File: src/rtl/mem_port_pkg.sv
// Shared types for the mem_port load/store unit: access-size encodings,
// controller states and small size-decode helpers.
package mem_port_pkg;

    localparam int BUS_AW_DEFAULT = 30;

    typedef enum logic [2:0] {
        MEM_B  = 3'd0,
        MEM_H  = 3'd1,
        MEM_W  = 3'd2,
        MEM_BU = 3'd4,
        MEM_HU = 3'd5
    } mem_addr_t;

    typedef enum logic [2:0] {
        ST_IDLE   = 3'd0,
        ST_ISSUE0 = 3'd1,
        ST_WAIT0  = 3'd2,
        ST_ISSUE1 = 3'd3,
        ST_WAIT1  = 3'd4,
        ST_FIN    = 3'd5
    } state_t;

    // Unsigned sizes only make sense for loads.
    function automatic logic size_illegal(input logic [2:0] size, input logic we);
        logic bad;
        case (size)
            MEM_B, MEM_H, MEM_W: bad = 1'b0;
            MEM_BU, MEM_HU:      bad = we;
            default:             bad = 1'b1;
        endcase
        return bad;
    endfunction

    function automatic logic size_misaligned(input logic [2:0] size, input logic [1:0] off);
        logic mis;
        case (size)
            MEM_H, MEM_HU: mis = (off == 2'd3);
            MEM_W:         mis = (off != 2'd0);
            default:       mis = 1'b0;
        endcase
        return mis;
    endfunction

    function automatic logic [3:0] size_mask(input logic [2:0] size);
        logic [3:0] mask;
        case (size)
            MEM_B, MEM_BU: mask = 4'b0001;
            MEM_H, MEM_HU: mask = 4'b0011;
            default:       mask = 4'b1111;
        endcase
        return mask;
    endfunction

endpackage

File: src/rtl/mem_port_if.sv
// Word-wide valid/ready data bus with a single outstanding beat.
interface mem_port_if
    import mem_port_pkg::*;
#(
    parameter int BUS_AW = BUS_AW_DEFAULT
);
    logic              bus_valid;
    logic              bus_ready;
    logic              bus_we;
    logic [BUS_AW-1:0] bus_addr;
    logic [3:0]        bus_be;
    logic [31:0]       bus_wdata;
    logic              bus_rvalid;
    logic [31:0]       bus_rdata;

    modport master (
        output bus_valid, bus_we, bus_addr, bus_be, bus_wdata,
        input  bus_ready, bus_rvalid, bus_rdata
    );

    modport slave (
        input  bus_valid, bus_we, bus_addr, bus_be, bus_wdata,
        output bus_ready, bus_rvalid, bus_rdata
    );
endinterface

File: src/rtl/mem_port_lane_align.sv
// Byte-lane steering: enables and shifted store data for both beats, and the
// two-word read merge with sign/zero extension.
module mem_lane_align
    import mem_port_pkg::*;
(
    input  logic [1:0]  off,
    input  logic [2:0]  size,
    input  logic [31:0] wdata,
    input  logic [31:0] lo,
    input  logic [31:0] hi,
    output logic [3:0]  be0,
    output logic [3:0]  be1,
    output logic [31:0] wd0,
    output logic [31:0] wd1,
    output logic [31:0] rdata
);
    logic [4:0]  sh_s;
    logic [5:0]  rsh_s;
    logic [7:0]  mask_s;
    logic [31:0] merged_s;

    // Lane masks span both words; shifts of 32 yield zero so off==0 needs no special case.
    always_comb begin
        sh_s     = {off, 3'b000};
        rsh_s    = 6'd32 - {1'b0, sh_s};
        mask_s   = {4'b0000, size_mask(size)} << off;
        be0      = mask_s[3:0];
        be1      = mask_s[7:4];
        wd0      = wdata << sh_s;
        wd1      = wdata >> rsh_s;
        merged_s = (lo >> sh_s) | (hi << rsh_s);
        case (size)
            MEM_B:   rdata = {{24{merged_s[7]}}, merged_s[7:0]};
            MEM_BU:  rdata = {24'h000000, merged_s[7:0]};
            MEM_H:   rdata = {{16{merged_s[15]}}, merged_s[15:0]};
            MEM_HU:  rdata = {16'h0000, merged_s[15:0]};
            default: rdata = merged_s;
        endcase
    end
endmodule

File: src/rtl/mem_port.sv
// Load/store unit: accepts one core access, issues one or two bus beats and
// returns the extended load result with a one-cycle done pulse.
module mem_port
    import mem_port_pkg::*;
#(
    parameter bit SPLIT_MISALIGNED = 1'b1,
    parameter int BUS_AW           = BUS_AW_DEFAULT
)(
    input  logic               clk,
    input  logic               rst_n,
    input  logic               core_req,
    input  logic               core_we,
    input  logic [31:0]        core_addr,
    input  logic [2:0]         core_size,
    input  logic [31:0]        core_wdata,
    output logic [31:0]        core_rdata,
    output logic               core_done,
    output logic               core_err,
    output logic               core_busy,
    mem_port_if.master         bus_if
);
    state_t            state_r;
    logic [1:0]        off_r;
    logic [BUS_AW-1:0] wa_r;
    logic [2:0]        size_r;
    logic              we_r;
    logic [31:0]       wdata_r;
    logic [31:0]       lo_r;
    logic              split_r;

    logic [1:0]        sel_off_s;
    logic [2:0]        sel_size_s;
    logic [31:0]       sel_wdata_s;
    logic [31:0]       merge_lo_s;
    logic [31:0]       merge_hi_s;
    logic              illegal_s;
    logic              mis_s;
    logic [3:0]        be0_s;
    logic [3:0]        be1_s;
    logic [31:0]       wd0_s;
    logic [31:0]       wd1_s;
    logic [31:0]       ext_s;

    // In IDLE the aligner sees the incoming request so beat 0 can be registered at acceptance.
    always_comb begin
        illegal_s = size_illegal(core_size, core_we);
        mis_s     = size_misaligned(core_size, core_addr[1:0]);
        if (state_r == ST_IDLE) begin
            sel_off_s   = core_addr[1:0];
            sel_size_s  = core_size;
            sel_wdata_s = core_wdata;
        end else begin
            sel_off_s   = off_r;
            sel_size_s  = size_r;
            sel_wdata_s = wdata_r;
        end
        if (state_r == ST_WAIT1) begin
            merge_lo_s = lo_r;
            merge_hi_s = bus_if.bus_rdata;
        end else begin
            merge_lo_s = bus_if.bus_rdata;
            merge_hi_s = 32'h0000_0000;
        end
    end

    mem_lane_align u_align (
        .off   (sel_off_s),
        .size  (sel_size_s),
        .wdata (sel_wdata_s),
        .lo    (merge_lo_s),
        .hi    (merge_hi_s),
        .be0   (be0_s),
        .be1   (be1_s),
        .wd0   (wd0_s),
        .wd1   (wd1_s),
        .rdata (ext_s)
    );

    // Controller FSM with all core and bus outputs registered.
    always_ff @(posedge clk) begin
        if (!rst_n) begin
            state_r          <= ST_IDLE;
            off_r            <= 2'd0;
            wa_r             <= '0;
            size_r           <= 3'd0;
            we_r             <= 1'b0;
            wdata_r          <= 32'h0000_0000;
            lo_r             <= 32'h0000_0000;
            split_r          <= 1'b0;
            core_rdata       <= 32'h0000_0000;
            core_done        <= 1'b0;
            core_err         <= 1'b0;
            core_busy        <= 1'b0;
            bus_if.bus_valid <= 1'b0;
            bus_if.bus_we    <= 1'b0;
            bus_if.bus_addr  <= '0;
            bus_if.bus_be    <= 4'b0000;
            bus_if.bus_wdata <= 32'h0000_0000;
        end else begin
            core_done <= 1'b0;
            core_err  <= 1'b0;
            case (state_r)
                ST_IDLE: begin
                    if (core_req) begin
                        off_r     <= core_addr[1:0];
                        wa_r      <= BUS_AW'(core_addr[31:2]);
                        size_r    <= core_size;
                        we_r      <= core_we;
                        wdata_r   <= core_wdata;
                        split_r   <= mis_s;
                        core_busy <= 1'b1;
                        if (illegal_s || (mis_s && !SPLIT_MISALIGNED)) begin
                            state_r   <= ST_FIN;
                            core_done <= 1'b1;
                            core_err  <= 1'b1;
                        end else begin
                            state_r          <= ST_ISSUE0;
                            bus_if.bus_valid <= 1'b1;
                            bus_if.bus_we    <= core_we;
                            bus_if.bus_addr  <= BUS_AW'(core_addr[31:2]);
                            bus_if.bus_be    <= be0_s;
                            bus_if.bus_wdata <= wd0_s;
                        end
                    end
                end
                ST_ISSUE0: begin
                    if (bus_if.bus_ready) begin
                        bus_if.bus_valid <= 1'b0;
                        state_r          <= ST_WAIT0;
                    end
                end
                ST_WAIT0: begin
                    if (bus_if.bus_rvalid) begin
                        lo_r <= bus_if.bus_rdata;
                        if (split_r) begin
                            state_r          <= ST_ISSUE1;
                            bus_if.bus_valid <= 1'b1;
                            bus_if.bus_addr  <= wa_r + BUS_AW'(1);
                            bus_if.bus_be    <= be1_s;
                            bus_if.bus_wdata <= wd1_s;
                        end else begin
                            state_r   <= ST_FIN;
                            core_done <= 1'b1;
                            if (!we_r) begin
                                core_rdata <= ext_s;
                            end
                        end
                    end
                end
                ST_ISSUE1: begin
                    if (bus_if.bus_ready) begin
                        bus_if.bus_valid <= 1'b0;
                        state_r          <= ST_WAIT1;
                    end
                end
                ST_WAIT1: begin
                    if (bus_if.bus_rvalid) begin
                        state_r   <= ST_FIN;
                        core_done <= 1'b1;
                        if (!we_r) begin
                            core_rdata <= ext_s;
                        end
                    end
                end
                ST_FIN: begin
                    state_r   <= ST_IDLE;
                    core_busy <= 1'b0;
                end
                default: begin
                    state_r          <= ST_IDLE;
                    core_busy        <= 1'b0;
                    bus_if.bus_valid <= 1'b0;
                end
            endcase
        end
    end
endmodule

File: src/flat_wrapper.sv
// flat-port wrapper written by rule: the top's interface ports become plain ports
module mem_port_flat import mem_port_pkg::*;
#(
    parameter bit SPLIT_MISALIGNED = 1'b1,
    parameter int BUS_AW           = BUS_AW_DEFAULT
)
  (clk, rst_n, core_req, core_we, core_addr, core_size, core_wdata, core_rdata, core_done, core_err, core_busy, bus_if_bus_valid, bus_if_bus_we, bus_if_bus_addr, bus_if_bus_be, bus_if_bus_wdata, bus_if_bus_ready, bus_if_bus_rvalid, bus_if_bus_rdata);
  mem_port_if #(.BUS_AW(BUS_AW)) bus_if_i ();
  input  logic clk;
  input  logic rst_n;
  input  logic core_req;
  input  logic core_we;
  input  logic [31:0] core_addr;
  input  logic [2:0] core_size;
  input  logic [31:0] core_wdata;
  output logic [31:0] core_rdata;
  output logic core_done;
  output logic core_err;
  output logic core_busy;
  output wire logic [$bits(bus_if_i.bus_valid)-1:0] bus_if_bus_valid;
  output wire logic [$bits(bus_if_i.bus_we)-1:0] bus_if_bus_we;
  output wire logic [$bits(bus_if_i.bus_addr)-1:0] bus_if_bus_addr;
  output wire logic [$bits(bus_if_i.bus_be)-1:0] bus_if_bus_be;
  output wire logic [$bits(bus_if_i.bus_wdata)-1:0] bus_if_bus_wdata;
  input wire logic [$bits(bus_if_i.bus_ready)-1:0] bus_if_bus_ready;
  input wire logic [$bits(bus_if_i.bus_rvalid)-1:0] bus_if_bus_rvalid;
  input wire logic [$bits(bus_if_i.bus_rdata)-1:0] bus_if_bus_rdata;
  assign bus_if_bus_valid = bus_if_i.bus_valid;
  assign bus_if_bus_we = bus_if_i.bus_we;
  assign bus_if_bus_addr = bus_if_i.bus_addr;
  assign bus_if_bus_be = bus_if_i.bus_be;
  assign bus_if_bus_wdata = bus_if_i.bus_wdata;
  assign bus_if_i.bus_ready = bus_if_bus_ready;
  assign bus_if_i.bus_rvalid = bus_if_bus_rvalid;
  assign bus_if_i.bus_rdata = bus_if_bus_rdata;
  mem_port #(.SPLIT_MISALIGNED(SPLIT_MISALIGNED), .BUS_AW(BUS_AW)) u_core (.clk(clk), .rst_n(rst_n), .core_req(core_req), .core_we(core_we), .core_addr(core_addr), .core_size(core_size), .core_wdata(core_wdata), .core_rdata(core_rdata), .core_done(core_done), .core_err(core_err), .core_busy(core_busy), .bus_if(bus_if_i));
endmodule
File: config.mk
export PLATFORM = sky130hd
export DESIGN_NAME = mem_port_flat
export DESIGN_NICKNAME = d
export VERILOG_FILES = /design/src/rtl/mem_port_pkg.sv /design/src/rtl/mem_port_if.sv /design/src/rtl/mem_port_lane_align.sv /design/src/rtl/mem_port.sv /design/src/flat_wrapper.sv
export SDC_FILE = /design/constraint.sdc
export NUM_CORES = 1
export LEC_CHECK = 0
export ABC_CLOCK_PERIOD_IN_PS = 4950
export CORE_MARGIN = 3
export CORE_UTILIZATION = 35
export DETAILED_ROUTE_END_ITERATION = 8
export HOLD_SLACK_MARGIN = 0.1
export PLACE_DENSITY = 0.61
export SYNTH_ARGS = -nofsm -noshare
export SYNTH_HDL_FRONTEND = slang
export SYNTH_SLANG_ARGS = --single-unit
File: constraint.sdc
create_clock -name clk -period 4.95 [get_ports clk]
set_clock_uncertainty 0.2 [all_clocks]
set_input_delay 0.7425 -clock clk [delete_from_list [all_inputs] [get_ports clk]]
set_output_delay 0.7425 -clock clk [all_outputs]
set_load 0.05 [all_outputs]
==> metrics, run 1 <==
number of buffers inserted by hold repair at cts=0; global router's overall resource usage=22.2%; Placement Setup Slack=1.35 ns; Placement Rows=63; met1 track demand over resource in global routing=30.0%; Multi-input gate area=6190 um^2; unrepaired setup endpoints after global routing=false; Critical Path Fanout Max=24; category of cells accounting for the largest share of critical-path delay=compound AO/OA/AOI/OAI gates; min cycle time layout=3.56 ns; clock-pin slew of the registers on the worst-case setup and hold paths=0.06 ns; outcome=finished clean; number of sinks driven by the clock tree=207; commonest register cell after synthesis=sky130_fd_sc_hd__dfxtp_1; count of input and output buffers=207; kind of end point of the critical path=register; portion of netlist area occupied by mux cells=11.0%; combinational family with the most area after synthesis=compound AO/OA/AOI/OAI gates; startpoint class of the critical path=register; Worst Slack Setup Final=1.39 ns; clock share of power=33.3%; number of nets with antenna violations after detailed routing=0; number of buffers created by CTS=25; Maximum Capacitance Violations=0; worst ir drop on vdd=0.210 mV; busiest layer in global routing=met2; adder and majority gate portion of the synthesized area=0.115%; maximum count of clock buffers along a single path=3; last weighted congestion value of the routability-driven placer=0.883; pin slew with the least headroom to its limit=1.04 ns; total wirelength of the detailed-routed design=38500 um; post-detailed-placement cell area=13100 um^2; final core utilization=46.2%; worst-case headroom to the max-slew limit=30.4%; leakage power figure=5.04 nW; portion of the post-synthesis area used by sequential elements=38.2%; number of fillers in the final layout=2970; cell type with the highest aggregate area in the netlist=sky130_fd_sc_hd__dfxtp_1; effective utilization at floorplan=36.0%; top-level port count=208; ant diodes=0; vertical die dimension=182 um; critical path type=register to register; post-detailed-route DRC marker count=0; met3 layer usage reported by global route=4.45%; number of antenna violations at the first check in global routing=2; highest cell delay on the worst timing path=0.75 ns; internal portion of total power=3.46 mW; Post-Syn Nets=1532; GR Util met2=36.3%; Min-Delay Path Class=register to register; first-iteration detailed-routing DRC count=992; power share of the sequential group=35.8%; final design area excluding fillers=13900 um^2; insertion delay to the later sink of the worst-skew pair=0.53 ns; async set-or-reset flop fraction in the synthesized netlist=0%; Switching Fraction=35.7%; length of the first detailed-routing pass in iterations=5; fin. max-slew vios=0; net switching component of the power=1.92 mW; clock tree from TritonCTS=yes; post-CTS setup buffer count=0; Core Region=30100 um^2; # resized after CTS=0; CP max-delay cell=sky130_fd_sc_hd__nor3_4; synth warn=0; share of total power in combinational logic=30.8%; data arrival time of the critical path=3.79 ns; HPWL after detailed placement=26000 um; die area=33100 um^2; area share of the largest cell type after synthesis=38.2%; share of final-layout standard cells stronger than drive strength 1=7.46%; cell count after synthesis=1426; share of the clock period used by the worst path=71.9%; via total after detailed routing=11000; CP required=5.18 ns; count of final hold-check violations=0; critical path buffer and inverter count=1; via density per instance=5.58; number of flops mapped to enable cells by yosys=0; accumulated negative setup slack=0 ns; total congestion overflow after global routing=0; Power per Cell Area=387 nW/um^2; cell types with the largest area share after synthesis=sky130_fd_sc_hd__dfxtp_1, sky130_fd_sc_hd__nand2_1, sky130_fd_sc_hd__a21oi_1; NumNets Final=1674; root buffer cell=sky130_fd_sc_hd__clkbuf_16; Cell Area, Synth=10800 um^2; synthesized-area fraction occupied by and/or/nand/nor cells=20.4%; average cell area after synthesis=7.61 um^2; combined flip-flop and latch cell area=4150 um^2; first-pass GRT wire length=60100 um; post-synthesis xor/xnor area fraction=2.34%; detailed-route wire length per cell=19.5 um; largest net degree at the start of global routing=89; WHS=0.252 ns; Distinct cells, synth=61; die width=182 um; number of global-route vias before repair=10500; fraction of the mapped netlist area in compound gates=22.8%; Fmax=281 MHz; area overhead of the layout relative to synthesis=28.3%; setup violators final=0; synthesized flop and latch total=207; H-tree Lvls=1; critical path cell sequence=nor3_4 > mux2i_4 > buf_4 > a22oi_1 > o21ai_0 > o211ai_1 > a21oi_1
final cells by class:
class                           count  area share (%)
Clock inverter                      4           0.351
Multi-Input combinational cell   1090            44.5
Sequential cell                   207            29.8
Clock buffer                       36            5.30
Tap cell                          390            3.51
Timing Repair Buffer              234            16.3
Inverter                           10           0.288
cells by family after synthesis:
group / Yosys count
muxes: 114
and+or+nand+nor: 530
xor gates and xnor gates: 29
adders and majority gates: 1
buffers and inverters: 129
DFF: 207
AOI/OAI and AO/OA: 416
Yosys cell counts (16+ instances only):
master                     number
sky130_fd_sc_hd__nand2_1      321
sky130_fd_sc_hd__dfxtp_1      207
sky130_fd_sc_hd__a21oi_1      203
sky130_fd_sc_hd__nor2_1       104
sky130_fd_sc_hd__o21ai_0       91
sky130_fd_sc_hd__mux2i_1       80
sky130_fd_sc_hd__clkbuf_1      76
sky130_fd_sc_hd__nand3_1       44
sky130_fd_sc_hd__mux2_2        32
sky130_fd_sc_hd__buf_2         25
sky130_fd_sc_hd__xnor2_1       21
sky130_fd_sc_hd__and3_1        17
sky130_fd_sc_hd__a22oi_1       16
sky130_fd_sc_hd__nor3_1        16
worst reg2reg max path: cells and delay by family, from the launching register on:
kind | cells | cell delay [ns]
and+or+nand+nor | 1 | 0.75
muxes | 1 | 0.71
DFF | 1 | 0.47
AOI/OAI and AO/OA | 4 | 0.93
buffers and inverters | 1 | 0.41
worst paths after layout:
check	from	endpoint	slack, ns	cells past startpoint
max	u_core.state_r[2]	u_core.core_rdata[13]	1.39	7
min	u_core.lo_r[24]	u_core.lo_r[24]	0.25	2
max reg2reg	u_core.state_r[2]	u_core.core_rdata[13]	1.39	7
min reg2reg	u_core.lo_r[24]	u_core.lo_r[24]	0.25	2
per-layer routing:
layer  wire length, um  share of wire, %
met5                33             0.086
met4               844               2.2
met3              2970               7.7
met2             17900                46
met1             16800                44
registers in the layout, summed over array words and instances, names as in the netlist, 2 cells and up:
register and flops:
u_core.bus_if.bus_wdata 32, u_core.core_rdata 32, u_core.lo_r 32, u_core.wdata_r 32, u_core.bus_if.bus_addr 30, u_core.wa_r 30
u_core.bus_if.bus_be 4, u_core.size_r 3, u_core.state_r 3, u_core.off_r 2
power groups by stage:
stage	clock [mW]	sequential (mW)	combinational [mW]
2_1_floorplan	0	2.19	0.864
3_3_place_gp	0	1.96	1.64
3_5_place_dp	0	1.96	1.65
4_1_cts	1.83	1.93	1.65
5_1_grt	1.89	1.95	1.79
6_report	1.79	1.93	1.66
cells in the final DEF, fill, tap and decap left out, drive strengths merged, types with 16 or more instances in the layout:
| cell type | Yosys | final |
|---|---|---|
| a21oi | 203 | 203 |
| a22oi | 16 | 16 |
| and3 | 17 | 17 |
| buf | 43 | 29 |
| clkbuf | 76 | 36 |
| clkdlybuf4s50 | 0 | 205 |
| dfxtp | 207 | 207 |
| mux2 | 32 | 32 |
| mux2i | 82 | 82 |
| nand2 | 321 | 321 |
| nand3 | 44 | 44 |
| nor2 | 104 | 104 |
| nor3 | 19 | 19 |
| o21ai | 93 | 93 |
| xnor2 | 21 | 21 |
metrics by stage:
stage | power (mW) | instances
after CTS | 5.41 | 1971
final | 5.38 | 1971
after global routing | 5.63 | 1971
after global placement | 3.60 | 1931
after floorplan | 3.05 | 1426
after detailed placement | 3.61 | 1931
Note: power is estimated with default switching activity, not from simulation.
==> run 2: changes to the inputs <==
--- a/config.mk
+++ b/config.mk
@@ -5,12 +5,12 @@
 export SDC_FILE = /design/constraint.sdc
 export NUM_CORES = 1
 export LEC_CHECK = 0
-export ABC_CLOCK_PERIOD_IN_PS = 4950
+export ABC_CLOCK_PERIOD_IN_PS = 3150
 export CORE_MARGIN = 3
 export CORE_UTILIZATION = 35
 export DETAILED_ROUTE_END_ITERATION = 8
 export HOLD_SLACK_MARGIN = 0.1
-export PLACE_DENSITY = 0.61
+export PLACE_DENSITY = 0.63
 export SYNTH_ARGS = -nofsm -noshare
 export SYNTH_HDL_FRONTEND = slang
 export SYNTH_SLANG_ARGS = --single-unit
==> constraint.sdc (replaced) <==
create_clock -name clk -period 3.15 [get_ports clk]
set_clock_uncertainty 0.2 [all_clocks]
set_input_delay 0.4725 -clock clk [delete_from_list [all_inputs] [get_ports clk]]
set_output_delay 0.4725 -clock clk [all_outputs]
set_load 0.05 [all_outputs]
==> run 2 against run 1 <==
  * Largest power group is now the clock network
  * Critical path type unchanged
  * Register-to-register slack got worse by 0.94 ns
  * Global-route usage decreased by 0.86 points
  * Hold slack lost 0.028 ns
==> metrics, run 2 (same netlist as run 1, synthesis figures left out) <==
detailed-route wire length per cell=18.6 um; length of the first detailed-routing pass in iterations=8; Power per Cell Area=614 nW/um^2; area overhead of the layout relative to synthesis=31.1%; worst-case headroom to the max-slew limit=44.1%; via density per instance=5.51; effective utilization at floorplan=36.0%; clock-pin slew of the registers on the worst-case setup and hold paths=0.06 ns; vertical die dimension=182 um; unrepaired setup endpoints after global routing=false; outcome=finished clean; number of global-route vias before repair=10400; fin. max-slew vios=0; accumulated negative setup slack=0 ns; worst-case reg-to-reg path depth=8; number of buffers created by CTS=25; Worst Min Path Start=rst_n; highest cell delay on the worst timing path=0.50 ns; count of final hold-check violations=0; largest net degree at the start of global routing=73; total congestion overflow after global routing=0; final core utilization=47.2%; most frequent cells in the layout=sky130_fd_sc_hd__nand2_1, sky130_fd_sc_hd__dfxtp_1, sky130_fd_sc_hd__clkdlybuf4s50_1, sky130_fd_sc_hd__a21oi_1, sky130_fd_sc_hd__nor2_1; CP required=3.41 ns; insertion delay to the later sink of the worst-skew pair=0.54 ns; Worst R2R Setup Slack=0.45 ns; post-CTS setup buffer count=0; maximum count of clock buffers along a single path=3; Maximum Capacitance Violations=0; setup violators final=0; kind of end point of the critical path=register; worst r2r dst=u_core.core_rdata[29]; CP max-delay cell=sky130_fd_sc_hd__nor3_4; worst ir drop on vdd=0.406 mV; cell occurring most often along the worst timing path=sky130_fd_sc_hd__a21oi_1; launching element of the worst setup path=u_core.state_r[2]; Placement Setup Slack=0.367 ns; Fmax=371 MHz; post-detailed-route DRC marker count=0; startpoint class of the critical path=register; first-iteration detailed-routing DRC count=990; number of sinks driven by the clock tree=207; last weighted congestion value of the routability-driven placer=0.954; pin slew with the least headroom to its limit=0.838 ns; critical path type=register to register; die width=182 um; total wirelength of the detailed-routed design=37200 um; root buffer cell=sky130_fd_sc_hd__clkbuf_16; Critical Path Fanout Max=37; via total after detailed routing=11000; share of final-layout standard cells stronger than drive strength 1=8.67%; most frequent standard cell in the layout excluding fill and tap cells=sky130_fd_sc_hd__nand2_1; number of nets with antenna violations after detailed routing=0; count of input and output buffers=207; HPWL after detailed placement=26000 um; hold-critical path depth=2; Min-Delay Path Class=input port to register; NumNets Final=1694; min cycle time layout=2.70 ns; Worst R2R Start=u_core.state_r[2]; number of antenna violations at the first check in global routing=3; Core Region=30100 um^2; Placement Rows=63; clock tree from TritonCTS=yes; share of the clock period used by the worst path=85.6%; first-pass GRT wire length=57800 um; H-tree Lvls=1; leakage power figure=5.20 nW; die area=33100 um^2; critical path cell sequence=nor3_4 > buf_4 > mux2i_4 > buf_12 > a22oi_1 > o21ai_0 > a21oi_1 > a21oi_1; number of buffers inserted by hold repair at cts=0; top-level port count=208; # resized after CTS=0; Worst Slack Setup Final=0.452 ns; sink of the worst hold path=u_core.core_rdata[11]; global router's overall resource usage=21.4%; data arrival time of the critical path=2.95 ns
==> run 2: cell types whose count changed in the layout (fill, tap and decap cells not counted), moves of 2 or more <==
| cell | previous run | this run |
|---|---|---|
| sky130_fd_sc_hd__diode_2 | 0 | 2 |
| sky130_fd_sc_hd__clkbuf_8 | 7 | 4 |
| sky130_fd_sc_hd__clkbuf_1 | 4 | 6 |
| sky130_fd_sc_hd__bufinv_16 | 1 | 4 |
| sky130_fd_sc_hd__buf_12 | 0 | 6 |
| sky130_fd_sc_hd__buf_4 | 27 | 41 |
==> run 2: layout make-up <==
| type | count | area (um^2) |
|---|---|---|
| fill | 2979 | 15900 |
| multi-input combinational | 1090 | 6190 |
| sequential | 207 | 4150 |
| timing repair buffer | 254 | 2490 |
| clock buffer | 35 | 703 |
| tap | 390 | 488 |
| clock inverter | 8 | 161 |
| inverter | 10 | 40.0 |
| antenna | 2 | 5.00 |
==> run 2: power by group <==
group	switching (mW)	internal [mW]	leakage, nW
Combinational	1.71	0.976	3.09
Clock	1.15	1.89	0.418
Sequential	0.178	2.84	1.69
==> run 2: per-stage QoR <==
| step | instances | power [mW] | instance area [um^2] | hold WS, ns |
|---|---|---|---|---|
| floorplan | 1426 | 4.80 | 10800 | 0.233 |
| global placement | 1951 | 5.71 | 13400 | 0.239 |
| detailed placement | 1951 | 5.73 | 13400 | 0.247 |
| CTS | 1994 | 8.78 | 14200 | 0.217 |
| global route | 1996 | 9.13 | 14200 | 0.249 |
| finish | 1996 | 8.74 | 14200 | 0.224 |
==> run 2: worst max-delay path by stage <==
| stage | end | slack, ns | cells past startpoint |
|---|---|---|---|
| after global placement | u_core.bus_if.bus_wdata[6] | 0.41 | 7 |
| after detailed placement | u_core.bus_if.bus_wdata[5] | 0.37 | 7 |
| final | u_core.core_rdata[29] | 0.45 | 8 |
| after global routing | u_core.bus_if.bus_wdata[13] | 0.28 | 7 |
| after floorplan | u_core.core_rdata[20] | 0.77 | 9 |
| after CTS | u_core.core_rdata[26] | 0.49 | 8 |
==> run 2: critical path: cells and delay by family, from the launching register on <==
kind                   cells  cell delay (ns)
buffers and inverters      2             0.48
flip-flops                 1             0.34
AND/OR/NAND/NOR            1             0.50
multiplexers               1             0.31
AO/OA/AOI/OAI              4             0.77
==> run 2: metal layers <==
metal | global-route usage [%] | vias to the layer above | part of all wire (%)
li1 | - | 5342 | -
met1 | 28.9 | 5136 | 43
met2 | 35.1 | 448 | 47
met3 | 3.81 | 68 | 7.7
met4 | 6.06 | 2 | 2.6
met5 | 0 | - | 0.054
